**src/rtl/xxhash32_feeder_if.sv**
```systemverilog
// Stream-in and digest-out valid/ready bundle between a message source/sink and xxhash32_feeder.
interface xxhash32_feeder_if #(
  parameter int WORD_SIZE = 32
);
  logic                 s_valid;
  logic                 s_ready;
  logic [WORD_SIZE-1:0] s_data;
  logic                 s_last;
  logic                 digest_valid;
  logic                 digest_ready;
  logic [WORD_SIZE-1:0] digest;

  modport master (
    output s_valid, s_data, s_last, digest_ready,
    input  s_ready, digest_valid, digest
  );
  modport slave (
    input  s_valid, s_data, s_last, digest_ready,
    output s_ready, digest_valid, digest
  );
endinterface

```
**src/rtl/xxhash32_feeder.sv**
```systemverilog
// Sequencer that seeds, feeds and queries one xxhash32 core and presents the digest.
// Optional XXHASH32_FEEDER_CHECK_EN adds an `expected` input and a registered `match` output.
module xxhash32_feeder #(
  parameter int WORD_SIZE = 32,
  parameter int TIMEOUT   = 16
) (
  input  logic                 clk,
  input  logic                 rst_n,
  input  logic                 start,
  input  logic [WORD_SIZE-1:0] seed,
  xxhash32_feeder_if.slave     bus,
  output logic                 error,
  output logic                 busy,
  output logic [31:0]          word_count,
  output logic                 hash_seed_in,
  output logic                 hash_add_to_hash,
  output logic                 hash_request_hash,
  output logic [WORD_SIZE-1:0] hash_input_bytes,
  input  logic                 hash_ready,
  input  logic [WORD_SIZE-1:0] hash_output_hash
`ifdef XXHASH32_FEEDER_CHECK_EN
  ,
  input  logic [WORD_SIZE-1:0] expected,
  output logic                 match
`endif
);

  // state  | meaning
  // IDLE   | wait for start       SEED | seed strobe on pins     GAP0 | spacing before adds
  // STREAM | accept words         DRAIN| last add on pins        GAP1 | core block update
  // REQ    | request on pins      WAIT | await hash_ready        DONE | hold digest
  typedef enum logic [3:0] {
    IDLE, SEED, GAP0, STREAM, DRAIN, GAP1, REQ, WAIT, DONE
  } state_t;

  state_t               state, state_nxt;
  logic                 seed_in_nxt, add_nxt, req_nxt, err_nxt;
  logic [WORD_SIZE-1:0] data_nxt, digest_q, digest_nxt;
  logic [31:0]          wcnt_nxt;
  logic [7:0]           wait_cnt, wait_nxt;
`ifdef XXHASH32_FEEDER_CHECK_EN
  logic [WORD_SIZE-1:0] exp_q, exp_nxt;
  logic                 match_nxt;
`endif

  assign bus.s_ready      = (state == STREAM);
  assign bus.digest_valid = (state == DONE);
  assign bus.digest       = digest_q;
  assign busy             = (state != IDLE);

  always_comb begin
    state_nxt   = state;
    seed_in_nxt = 1'b0;
    add_nxt     = 1'b0;
    req_nxt     = 1'b0;
    data_nxt    = hash_input_bytes;
    wcnt_nxt    = word_count;
    err_nxt     = error;
    digest_nxt  = digest_q;
    wait_nxt    = wait_cnt;
`ifdef XXHASH32_FEEDER_CHECK_EN
    exp_nxt     = exp_q;
    match_nxt   = match;
`endif
    unique case (state)
      IDLE: begin
        if (start) begin
          state_nxt   = SEED;
          seed_in_nxt = 1'b1;
          data_nxt    = seed;
          wcnt_nxt    = 32'd0;
          err_nxt     = 1'b0;
`ifdef XXHASH32_FEEDER_CHECK_EN
          exp_nxt     = expected;
          match_nxt   = 1'b0;
`endif
        end
      end
      SEED: state_nxt = GAP0;
      GAP0: state_nxt = STREAM;
      STREAM: begin
        if (bus.s_valid) begin
          add_nxt  = 1'b1;
          data_nxt = bus.s_data;
          wcnt_nxt = word_count + 32'd1;
          if (bus.s_last) state_nxt = DRAIN;
        end
      end
      DRAIN: state_nxt = GAP1;
      GAP1: begin
        state_nxt = REQ;
        req_nxt   = 1'b1;
      end
      REQ: begin
        state_nxt = WAIT;
        wait_nxt  = 8'd0;
      end
      WAIT: begin
        // a result arriving on the timeout cycle still wins
        if (hash_ready) begin
          state_nxt  = DONE;
          digest_nxt = hash_output_hash;
`ifdef XXHASH32_FEEDER_CHECK_EN
          match_nxt  = (hash_output_hash == exp_q);
`endif
        end else if (wait_cnt == 8'(TIMEOUT - 1)) begin
          state_nxt  = DONE;
          err_nxt    = 1'b1;
          digest_nxt = '0;
`ifdef XXHASH32_FEEDER_CHECK_EN
          match_nxt  = 1'b0;
`endif
        end else begin
          wait_nxt = wait_cnt + 8'd1;
        end
      end
      DONE: if (bus.digest_ready) state_nxt = IDLE;
      default: state_nxt = IDLE;
    endcase
  end

  always_ff @(posedge clk or negedge rst_n) begin
    if (!rst_n) begin
      state             <= IDLE;
      hash_seed_in      <= 1'b0;
      hash_add_to_hash  <= 1'b0;
      hash_request_hash <= 1'b0;
      hash_input_bytes  <= '0;
      word_count        <= 32'd0;
      error             <= 1'b0;
      digest_q          <= '0;
      wait_cnt          <= 8'd0;
`ifdef XXHASH32_FEEDER_CHECK_EN
      exp_q             <= '0;
      match             <= 1'b0;
`endif
    end else begin
      state             <= state_nxt;
      hash_seed_in      <= seed_in_nxt;
      hash_add_to_hash  <= add_nxt;
      hash_request_hash <= req_nxt;
      hash_input_bytes  <= data_nxt;
      word_count        <= wcnt_nxt;
      error             <= err_nxt;
      digest_q          <= digest_nxt;
      wait_cnt          <= wait_nxt;
`ifdef XXHASH32_FEEDER_CHECK_EN
      exp_q             <= exp_nxt;
      match             <= match_nxt;
`endif
    end
  end

endmodule

```
**src/flat_wrapper.sv**
```systemverilog
// flat-port wrapper written by rule: the top's interface ports become plain ports
module xxhash32_feeder_flat 
#(
  parameter int WORD_SIZE = 32,
  parameter int TIMEOUT   = 16
)
  (clk, rst_n, start, seed, error, busy, word_count, hash_seed_in, hash_add_to_hash, hash_request_hash, hash_input_bytes, hash_ready, hash_output_hash, bus_s_valid, bus_s_data, bus_s_last, bus_digest_ready, bus_s_ready, bus_digest_valid, bus_digest);
  xxhash32_feeder_if #(.WORD_SIZE(WORD_SIZE)) bus_i ();
  input  logic clk;
  input  logic rst_n;
  input  logic start;
  input  logic [WORD_SIZE-1:0] seed;
  output logic error;
  output logic busy;
  output logic [31:0] word_count;
  output logic hash_seed_in;
  output logic hash_add_to_hash;
  output logic hash_request_hash;
  output logic [WORD_SIZE-1:0] hash_input_bytes;
  input  logic hash_ready;
  input  logic [WORD_SIZE-1:0] hash_output_hash;
  input wire logic [$bits(bus_i.s_valid)-1:0] bus_s_valid;
  input wire logic [$bits(bus_i.s_data)-1:0] bus_s_data;
  input wire logic [$bits(bus_i.s_last)-1:0] bus_s_last;
  input wire logic [$bits(bus_i.digest_ready)-1:0] bus_digest_ready;
  output wire logic [$bits(bus_i.s_ready)-1:0] bus_s_ready;
  output wire logic [$bits(bus_i.digest_valid)-1:0] bus_digest_valid;
  output wire logic [$bits(bus_i.digest)-1:0] bus_digest;
  assign bus_i.s_valid = bus_s_valid;
  assign bus_i.s_data = bus_s_data;
  assign bus_i.s_last = bus_s_last;
  assign bus_i.digest_ready = bus_digest_ready;
  assign bus_s_ready = bus_i.s_ready;
  assign bus_digest_valid = bus_i.digest_valid;
  assign bus_digest = bus_i.digest;
  xxhash32_feeder #(.WORD_SIZE(WORD_SIZE), .TIMEOUT(TIMEOUT)) u_core (.clk(clk), .rst_n(rst_n), .start(start), .seed(seed), .bus(bus_i), .error(error), .busy(busy), .word_count(word_count), .hash_seed_in(hash_seed_in), .hash_add_to_hash(hash_add_to_hash), .hash_request_hash(hash_request_hash), .hash_input_bytes(hash_input_bytes), .hash_ready(hash_ready), .hash_output_hash(hash_output_hash));
endmodule
```
**config.mk**
```make
export PLATFORM = sky130hd
export DESIGN_NAME = xxhash32_feeder_flat
export DESIGN_NICKNAME = d
export VERILOG_FILES = /design/src/rtl/xxhash32_feeder_if.sv /design/src/rtl/xxhash32_feeder.sv /design/src/flat_wrapper.sv
export SDC_FILE = /design/constraint.sdc
export NUM_CORES = 1
export LEC_CHECK = 0
export CAP_MARGIN = 20
export CELL_PAD_IN_SITES_DETAIL_PLACEMENT = 0
export CELL_PAD_IN_SITES_GLOBAL_PLACEMENT = 1
export CORE_MARGIN = 2
export CORE_UTILIZATION = 32
export CTS_CLUSTER_DIAMETER = 150
export DETAILED_ROUTE_END_ITERATION = 6
export PLACE_DENSITY = 0.86
export RECOVER_POWER = 25
export SYNTH_ARGS = -nofsm -noshare
export SYNTH_HDL_FRONTEND = slang
export SYNTH_SLANG_ARGS = --single-unit
export TNS_END_PERCENT = 5
```
**constraint.sdc**
```tcl
create_clock -name clk -period 2.45 [get_ports clk]
set_input_delay 0.245 -clock clk [delete_from_list [all_inputs] [get_ports clk]]
set_output_delay 0.245 -clock clk [all_outputs]
set_load 0.1 [all_outputs]
```
==> flow_summary.yaml, run 1 <==
global_routing:
  grt_max_degree: 66
  grt_pass1_wl_um: 21200
  grt_pass1_vias: 4320
  antenna_found_initial: 0
  grt_util_all_layers_pct: 16.0
  grt_overflow: 0
timing:
  worstMarginPinSlew_ns: 0.920
  hold_violations: 0
  slew_headroom_pct: 38.7
  fin_crit_sh_pct: 87.9
  worst_slack_ns: 0.298
  drv_slew: 0
  rsz0062_at_grt: "no"
  timing.fmax_mhz: 465
  finClkSkew_ns: 0.0116
  setup_violations: 0
  setup_tns_ns: 0
  fin_crit_ns: 2.15
routing:
  routed_via_density: 4.85
  first_iter_violations: 136
  post-route-drc-count: 0
  wirelength_um: 13100
  post_drt_wl_per_cell_um: 14.7
  ant_nets: 0
  vias: 4308
  dr.pass1.iters: 4
clocking:
  clkTransAtPathRegs_ns: 0.08
  post_cts_resized: 0
  cts_tree: "yes"
  clk_path_buf_depth: 2
  cts_hold_buf: 1
  numCtsBuffers: 9
  cts_root_buf: "clkbuf_16"
  h-tree-depth: 3
  insertion_delay_ns: 0.35
  clkSinkCount: 112
  postCtsSetupBuffers: 0
synth:
  synth_edf_count: 0
  netlist_instances: 466
  syn_area_sq_mm: 0.00503
  yosysUniqueCellTypes: 39
  synth_fp_nets: 571
  ys.flop_type: "dfrtp_1"
  yosys_register_bits: 112
  syn_area_per_cell_sq_um: 10.8
  async_flop_share_pct: 100
  synth-seq-area-share_pct: 55.7
  ys_warn_count: 0
critical_path:
  cp-start-kind: "flop"
  end_kind: "flop"
  crit_fanout: 18
  crit_type: "flop to flop"
  worstReg2RegStart: "u_core.state[0]"
  critPathArrivalTime_ns: 2.44
  setup.worst_path.start: "u_core.state[0]"
  required_ns: 2.73
die:
  coreArea_sq_mm: 0.0153
  die_x_um: 129
  core.rowCount: 45
  die_h_um: 129
  die-area_sq_mm: 0.0167
  ios: 206
  initial_core_util_pct: 32.9
final_layout:
  stdcell_count: 889
  antenna_cells: 0
  drive_above_1_share_pct: 22.9
  fillers: 1442
  area_growth_pct: 48.3
  nets: 778
  finalInstanceArea_sq_mm: 0.00746
placement:
  dp_hpwl_um: 9850
  io_buffers: 205
  dpl.cell_count: 872
  post_dp_cell_area_sq_mm: 0.00717
  gp_congestion: 0.808
  pre_cts_slack_ns: 0.0270
job:
  drv_cap: 0
run_status:
  status: "complete, no violations"
min_path:
  hold_class: "flop to flop"
  hold_path.startpoint: "u_core.hash_input_bytes[20]"
## registers in the layout (all words and copies together), names as in the netlist
signal                    flops
u_core.bus.digest            32
u_core.hash_input_bytes      32
u_core.hash_seed_in           1
u_core.hash_request_hash      1
u_core.word_count            32
u_core.wait_cnt               8
u_core.hash_add_to_hash       1
u_core.error                  1
u_core.state                  4
## final timing paths
path                                          endpoint  slack (ns)  cells past startpoint
max reg2reg                      u_core.word_count[20]        0.30                      7
max in group asynchronous     u_core.hash_request_hash        0.53                      3
max                              u_core.word_count[20]        0.30                      7
min reg2reg                u_core.hash_input_bytes[20]        0.48                      2
min in group asynchronous        u_core.word_count[28]        0.51                      2
min                        u_core.hash_input_bytes[20]        0.48                      2
## per-stage QoR
step           utilization [%]  hold slack, ns
4_1_cts                   49.0           0.281
3_5_place_dp              47.0           0.123
3_3_place_gp              47.0           0.121
6_report                  48.9           0.483
2_1_floorplan                -         -0.0506
5_1_grt                   48.9           0.475
## final cells by class
cell class	count	area [sq um]	share of cell area [%]
inverter	4	15.0	0.201
multi-input combinational	319	2100	28.2
sequential	112	2800	37.6
tap	211	264	3.54
clock buffer	9	225	3.02
timing repair buffer	227	1980	26.5
clock inverter	7	70.1	0.940
## placed cells by master (no fill, tap or decap), types with 2 or more instances in the layout
| cell type | Yosys | routed |
|---|---|---|
| a21oi_1 | 13 | 13 |
| a22o_1 | 42 | 42 |
| and2_1 | 3 | 3 |
| and3_1 | 3 | 3 |
| and4_1 | 5 | 5 |
| buf_12 | 0 | 2 |
| buf_4 | 0 | 120 |
| clkbuf_16 | 0 | 9 |
| clkdlybuf4s50_1 | 0 | 101 |
| dfrtp_1 | 112 | 112 |
| ha_1 | 2 | 2 |
| inv_1 | 4 | 4 |
| inv_6 | 0 | 3 |
| mux2_2 | 4 | 4 |
| mux2i_1 | 32 | 32 |
| nand2_1 | 54 | 54 |
| nand3_1 | 15 | 15 |
| nand4_1 | 14 | 14 |
| nor2_1 | 29 | 29 |
| nor3_1 | 9 | 8 |
| nor4_1 | 2 | 2 |
| o21ai_0 | 42 | 42 |
| o31ai_1 | 6 | 6 |
| or2_2 | 2 | 2 |
| or3_1 | 7 | 7 |
| or4_1 | 4 | 4 |
| xnor2_1 | 6 | 6 |
| xor2_1 | 13 | 13 |
## kinds of logic (layout without fill, tap and decap cells)
| group | after synthesis | after routing | synth area share [%] |
|---|---|---|---|
| xor gates and xnor gates | 19 | 19 | 3.31 |
| and+or+nand+nor | 154 | 154 | 15.1 |
| AOI/OAI and AO/OA | 108 | 108 | 15.2 |
| muxes | 36 | 36 | 7.27 |
| DFF | 112 | 112 | 55.7 |
| adders and majority gates | 2 | 2 | 0.498 |
| buffers and inverters | 35 | 247 | 2.89 |
## layer usage
layer	wire length [um]	up-vias	global-route usage (%)
met5	0	-	0
met4	189	0	5.05
met3	932	15	4.34
met2	6210	158	26.5
met1	5730	2051	20.6
li1	-	2084	-
## critical path, stage by stage (launching register included)
cell       delay [ns]
dfrtp_1          0.35
buf_4            0.23
nand3_1          0.25
a2111oi_4        0.45
buf_4            0.24
nand4_1          0.12
or2_2            0.29
a21oi_1          0.14
## Yosys cell counts, drive strengths merged (3+ instances only)
cell type | number | area, sq um
or4 | 4 | 30.0
nor3 | 9 | 45.0
clkbuf | 24 | 90.1
or3 | 7 | 43.8
nor2 | 29 | 109
buf | 7 | 40.0
o21ai | 42 | 210
mux2 | 4 | 45.0
a22o | 42 | 368
xnor2 | 6 | 52.6
dfrtp | 112 | 2800
and3 | 3 | 18.8
o31ai | 6 | 45.0
nand3 | 16 | 85.1
nand2 | 54 | 203
nand4 | 14 | 87.6
mux2i | 32 | 320
xor2 | 13 | 114
a21oi | 13 | 65.1
and2 | 3 | 18.8
inv | 4 | 15.0
and4 | 5 | 43.8
Power of run 1 is not shown: default switching activity piles up to over one toggle a cycle in this logic, so the estimate is an artifact.
==> inputs of run 2 (changes only) <==
--- a/config.mk
+++ b/config.mk
@@ -12,7 +12,7 @@
 export CORE_UTILIZATION = 32
 export CTS_CLUSTER_DIAMETER = 150
 export DETAILED_ROUTE_END_ITERATION = 6
-export PLACE_DENSITY = 0.86
+export PLACE_DENSITY = 0.77
 export RECOVER_POWER = 25
 export SYNTH_ARGS = -nofsm -noshare
 export SYNTH_HDL_FRONTEND = slang
==> flow_summary.yaml, run 2 (synthesis gave the netlist of run 1 again) <==
run_status:
  status: "complete, no violations"
final_layout:
  area_growth_pct: 48.8
  finalInstanceArea_sq_mm: 0.00748
  nets: 780
  antenna_cells: 0
  mostFrequentLayoutCells: "buf_4 (120), dfrtp_1 (112), clkdlybuf4s50_1 (101)"
  final_common_cell: "buf_4"
  fillers: 1435
  drive_above_1_share_pct: 22.9
  stdcell_count: 891
routing:
  vias: 4329
  dr.pass1.iters: 4
  post-route-drc-count: 0
  wirelength_um: 13400
  routed_via_density: 4.86
  first_iter_violations: 186
  ant_nets: 0
  post_drt_wl_per_cell_um: 15.0
min_path:
  hold_path.startpoint: "u_core.hash_input_bytes[20]"
  hold_class: "flop to flop"
  whs_path_depth: 2
  min_to: "u_core.hash_input_bytes[20]"
clocking:
  cts_root_buf: "clkbuf_16"
  post_cts_resized: 0
  numCtsBuffers: 9
  clkTransAtPathRegs_ns: 0.08
  clkSinkCount: 112
  h-tree-depth: 3
  insertion_delay_ns: 0.36
  cts_tree: "yes"
  clk_path_buf_depth: 2
  postCtsSetupBuffers: 0
  cts_hold_buf: 1
die:
  die-area_sq_mm: 0.0167
  die_x_um: 129
  ios: 206
  core.rowCount: 45
  die_h_um: 129
  initial_core_util_pct: 32.9
  coreArea_sq_mm: 0.0153
global_routing:
  grt_util_all_layers_pct: 16.5
  antenna_found_initial: 0
  grt_overflow: 0
  grt_pass1_wl_um: 21700
  grt_pass1_vias: 4272
  grt_max_degree: 62
placement:
  io_buffers: 205
  post_dp_cell_area_sq_mm: 0.00720
  dpl.cell_count: 874
  dp_hpwl_um: 9940
  gp_congestion: 0.782
  pre_cts_slack_ns: -0.00590
timing:
  finClkSkew_ns: 0.0109
  hold_violations: 0
  slew_headroom_pct: 22.6
  setup_tns_ns: 0
  fin_crit_ns: 2.11
  worst_slack_ns: 0.337
  fin_crit_sh_pct: 86.2
  drv_slew: 0
  setup_violations: 0
  worstMarginPinSlew_ns: 1.17
  timing.fmax_mhz: 473
  rsz0062_at_grt: "no"
critical_path:
  worstReg2RegStart: "u_core.state[0]"
  reg2reg_depth: 5
  crit_fanout: 5
  required_ns: 2.73
  crit_type: "flop to flop"
  cp-start-kind: "flop"
  end_kind: "flop"
  critPathArrivalTime_ns: 2.39
  rrSetupSlack_ns: 0.34
  r2r-end: "u_core.word_count[26]"
job:
  drv_cap: 0
[run 2: critical path, cell delays in order, from the launching register on]
cell and delay [ns]:
dfrtp_1 0.41, or3b_4 0.45, a2111oi_4 0.38, nand3_2 0.16, or4_1 0.49, a21oi_1 0.15
[run 2: through the flow]
step / hold WS [ns] / util [%]
6_report: 0.485 / 49.0
5_1_grt: 0.477 / 49.0
4_1_cts: 0.431 / 49.2
3_5_place_dp: 0.278 / 47.2
3_3_place_gp: 0.276 / 47.2
2_1_floorplan: -0.0506 / -
[run 2: cell type report]
cell class,instances,area [sq um],share of cell area [%]
multi-input cells,319,2100,28.1
inverters,4,15.0,0.201
clock buffers,9,225,3.01
flip-flops and latches,112,2800,37.5
well taps,211,264,3.53
clock inverters,7,71.3,0.953
repair buffers,229,2000,26.8
[run 2: how the worst max path moves through the flow]
stage / start / to / slack, ns / cells after the start
global route: rst_n / u_core.bus.digest[20] / 0.11 / 3
global placement: start / u_core.word_count[26] / 0.02 / 6
floorplan: u_core.word_count[2] / u_core.word_count[29] / -0.19 / 6
detailed placement: start / u_core.word_count[26] / -0.006 / 6
finish: u_core.state[0] / u_core.word_count[26] / 0.34 / 5
CTS: u_core.state[0] / u_core.word_count[26] / 0.33 / 5
[run 2: per-layer routing]
layer / up-vias / track usage [%] / wire (um)
met5: - / 0 / 0
met4: 0 / 6.27 / 265
met3: 20 / 4.29 / 880
met2: 142 / 26.7 / 6450
met1: 2073 / 21.2 / 5790
li1: 2094 / - / -
Power of run 2 is left out for the same reason.
==> inputs of run 3 (changes only) <==
--- a/config.mk
+++ b/config.mk
@@ -12,8 +12,10 @@
 export CORE_UTILIZATION = 32
 export CTS_CLUSTER_DIAMETER = 150
 export DETAILED_ROUTE_END_ITERATION = 6
+export MAX_ROUTING_LAYER = met4
 export PLACE_DENSITY = 0.77
 export RECOVER_POWER = 25
+export SETUP_SLACK_MARGIN = 0.1
 export SYNTH_ARGS = -nofsm -noshare
 export SYNTH_HDL_FRONTEND = slang
 export SYNTH_SLANG_ARGS = --single-unit
==> flow_summary.yaml, run 3 (synthesis gave the netlist of run 1 again) <==
global_routing:
  grt_overflow: 0
  grt_util_all_layers_pct: 17.0
  antenna_found_initial: 0
  grt_max_degree: 62
  grt_pass1_vias: 4272
  grt_pass1_wl_um: 21600
timing:
  slew_headroom_pct: 22.6
  hold_ws_ns: 0.485
  rsz0062_at_grt: "no"
  fin_crit_ns: 2.12
  worstMarginPinSlew_ns: 1.17
  finClkSkew_ns: 0.0101
  setup_violations: 0
  hold_violations: 0
  drv_slew: 0
  fin_crit_sh_pct: 86.4
  timing.fmax_mhz: 472
  worst_slack_ns: 0.332
placement:
  gp_congestion: 0.793
  pre_cts_slack_ns: -0.00590
  dp_hpwl_um: 9940
  io_buffers: 205
routing:
  dr.pass1.iters: 4
  routed_via_density: 4.84
  vias: 4315
  first_iter_violations: 195
  post-route-drc-count: 0
  ant_nets: 0
  post_drt_wl_per_cell_um: 15.0
  wirelength_um: 13400
final_layout:
  antenna_cells: 0
  drive_above_1_share_pct: 22.9
  multi_input_area_sq_mm: 0.00210
  area_growth_pct: 48.8
  final_common_cell: "buf_4"
  regArea_sq_mm: 0.00280
  nets: 780
  fillers: 1435
  mostFrequentLayoutCells: "buf_4 (120), dfrtp_1 (112), clkdlybuf4s50_1 (101)"
critical_path:
  end_kind: "flop"
  required_ns: 2.73
  crit_type: "flop to flop"
  crit_fanout: 5
  cp-start-kind: "flop"
  critPathArrivalTime_ns: 2.40
die:
  core.rowCount: 45
  coreArea_sq_mm: 0.0153
  initial_core_util_pct: 32.9
  die_h_um: 129
  die_x_um: 129
  ios: 206
  die-area_sq_mm: 0.0167
job:
  drv_cap: 0
clocking:
  cts_root_buf: "clkbuf_16"
  insertion_delay_ns: 0.36
  numCtsBuffers: 9
  h-tree-depth: 3
  postCtsSetupBuffers: 0
  clkTransAtPathRegs_ns: 0.08
  cts_tree: "yes"
  clkSinkCount: 112
  clk_path_buf_depth: 2
run_status:
  status: "complete, no violations"
min_path:
  hold_class: "flop to flop"
==> run 3: cell counts in the layout (fill, tap and decap cells not counted) <==
Identical to the previous run, type by type.
==> run 3: path summary, 6_finish.rpt <==
path / from / end / slack [ns] / cells past startpoint
max: u_core.state[0] / u_core.word_count[26] / 0.33 / 5
min: u_core.hash_input_bytes[20] / u_core.hash_input_bytes[20] / 0.48 / 2
max reg2reg: u_core.state[0] / u_core.word_count[26] / 0.33 / 5
min reg2reg: u_core.hash_input_bytes[20] / u_core.hash_input_bytes[20] / 0.48 / 2
max in group asynchronous: rst_n / u_core.bus.digest[20] / 0.47 / 3
min in group asynchronous: rst_n / u_core.word_count[8] / 0.60 / 2
==> run 3: layout make-up <==
cell class	count	area share, %
sequential	112	37.5
multi-input combinational	319	28.1
timing repair buffer	229	26.8
tap	211	3.53
clock buffer	9	3.01
clock inverter	7	0.953
inverter	4	0.201
==> run 3: critical path, cell delays in order (launching register included) <==
cell,delay (ns)
dfrtp_1,0.41
or3b_4,0.45
a2111oi_4,0.38
nand3_2,0.17
or4_1,0.49
a21oi_1,0.15
==> run 3: routing by layer <==
metal	wire length [um]	track usage (%)	up-vias
met2	6500	26.7	128
met4	247	6.27	0
met5	0	-	-
met1	5910	21.6	2073
met3	749	3.80	16
li1	-	-	2098
==> run 3: timing repair <==
item | 4_1_cts | 5_1_grt
endpoints found under the setup margin | 0 | 0
hold endpoints to repair | 40 | 0
gates resized for setup | 0 | 0
hold buffers | 1 | 0
==> run 3: per-stage QoR <==
step                      cell area (sq um)  util [%]  setup TNS [ns]  cells
after floorplan                        5040         -           -1.12    466
after global placement                 7200      47.2               0    874
after detailed placement               7200      47.2        -0.00590    874
final                                  7480      49.0               0    891
after CTS                              7500      49.2               0    891
after global routing                   7480      49.0               0    891
Power of run 3 is left out for the same reason.
==> RTL change, RTL diff (flow settings as in run 2) <==
`hash_input_bytes` no longer has a reset.
--- a/src/rtl/xxhash32_feeder.sv
+++ b/src/rtl/xxhash32_feeder.sv
@@ -125,7 +125,6 @@
       hash_seed_in      <= 1'b0;
       hash_add_to_hash  <= 1'b0;
       hash_request_hash <= 1'b0;
-      hash_input_bytes  <= '0;
       word_count        <= 32'd0;
       error             <= 1'b0;
       digest_q          <= '0;
@@ -139,7 +138,6 @@
       hash_seed_in      <= seed_in_nxt;
       hash_add_to_hash  <= add_nxt;
       hash_request_hash <= req_nxt;
-      hash_input_bytes  <= data_nxt;
       word_count        <= wcnt_nxt;
       error             <= err_nxt;
       digest_q          <= digest_nxt;
@@ -151,5 +149,9 @@
     end
   end
 
+  always_ff @(posedge clk) begin
+    hash_input_bytes <= data_nxt;
+  end
+
 endmodule
 
Behaviour: not the same (a bounded check fails within 4 cycles, from zero or initial values and one cycle with rst_n low).
==> RTL change against run 2 <==
  * Worst setup slack lost 0.14 ns
  * Design area shrank 1.6%
  * Synthesized cell count shrank 16%
  * Worst hold slack gained 0.012 ns
  * Via count shrank 9.5%
  * Sequential cell count is the same
  * Critical path depth is the same
  * Routed wire length shrank 3.5%
  * Synthesized area shrank 2.4%
  * Critical endpoint is now u_core.word_count[29]
==> RTL change: results (changes against run 2) <==
GRT
  • First-pass GRT wire length: 20600 um (-4.7%)
  • GR met1 Demand/Resource: 19.8% (-1.4 points)
  • Grt met3 use: 3.71% (-0.58 points)
  • Total track usage: 16.0% (-0.50 points)
  • Vias in the first global route: 4049 (-5.2%)

Critical path
  • WP data arrival: 2.53 ns (+0.14 ns)
  • CP Max Fanout: 7 (+2)
  • Largest stage delay on the critical path: 0.53 ns (+0.04 ns)
  • Worst reg2reg endpoint: u_core.word_count[29]

Route
  • Detailed-routed wire length on met3: 752 um (-15%)
  • DRC violation total after the first TritonRoute iteration: 254 (+37%)
  • Post-route met1 wirelength: 5480 um (-5.4%)
  • WL/cell: 16.2 um (+7.9%)
  • Routed via count divided by cell count: 4.92 (+1.2%)
  • Routed length on met2: 6420 um (-0.51%)
  • Total via count after detailed routing: 3918 (-9.5%)

Run status
  • Status: finished clean

Synthesis
  • Adder and majority cell fraction of the synthesized area: 0.510% (+0.012 points)
  • Proportion of synthesized flip-flops having asynchronous set or reset: 71.4% (-29 points)
  • List of most frequent post-synthesis cells: sky130_fd_sc_hd__dfrtp_1 (80), sky130_fd_sc_hd__a22o_1 (33), sky130_fd_sc_hd__mux2_2 (33), sky130_fd_sc_hd__nor2_1 (33), sky130_fd_sc_hd__edfxtp_1 (32)
  • Synthesized area per cell: 12.5 sq um (+16%)
  • Share of the yosys chip area belonging to registers: 60.4% (+4.6 points)
  • Compound-gate portion of the synthesized area: 11.0% (-4.2 points)
  • Yosys cell types: 45 (+15%)
  • Xor and xnor area share after synthesis: 4.64% (+1.3 points)
  • EDFF count, synth: 32 (+32)
  • Share of synthesized area spent on multiplexers: 7.57% (+0.31 points)
  • Syn Nets: 497 (-13%)

Finish
  • Share of final-layout standard cells stronger than drive strength 1: 29.2% (+6.3 points)
  • Number of nets in the final layout: 709 (-9.1%)

Clocking
  • Maximum number of buffers from clock root to sink: 2 (unchanged)

Min path
  • Hold endpoint: u_core.bus.digest[24]

Timing
  • Setup clock skew after layout: 0.00938 ns (-0.00148 ns)
  • Transition time at the pin with the least slew margin: 0.876 ns (-0.290 ns)

Placed design
  • Weighted congestion reported at the end of routability-driven placement: 0.766 (-2.1%)
  • Post-detailed-placement half-perimeter wirelength: 9390 um (-5.5%)
-- RTL change: cell count changes after synthesis, moves of 11 or more --
cell                              run 2  this run
sky130_fd_sc_hd__edfxtp_1             0        32
sky130_fd_sc_hd__mux2_2               4        33
sky130_fd_sc_hd__and3_1               3        14
sky130_fd_sc_hd__dfrtp_1            112        80
sky130_fd_sc_hd__mux2i_1             32         0
sky130_fd_sc_hd__o21ai_0             42        13
sky130_fd_sc_hd__nand2_1             54        17
-- RTL change: stage by stage --
step	hold WS, ns	setup TNS, ns	cell area [sq um]	worst slack [ns]
after global routing	0.497	0	7360	0.0657
final	0.497	0	7360	0.198
after floorplan	-0.0506	-2.18	4930	-0.206
after detailed placement	0.234	-0.726	7060	-0.121
after global placement	0.227	-0.485	7060	-0.110
after CTS	0.403	0	7350	0.186
-- RTL change: final cells by class --
class,instances,area [sq um]
sequential,112,2960
inverter,5,18.8
multi-input combinational,251,1870
tap,188,235
fill,1383,7730
timing repair buffer,225,1990
clock inverter,6,33.8
clock buffer,10,250
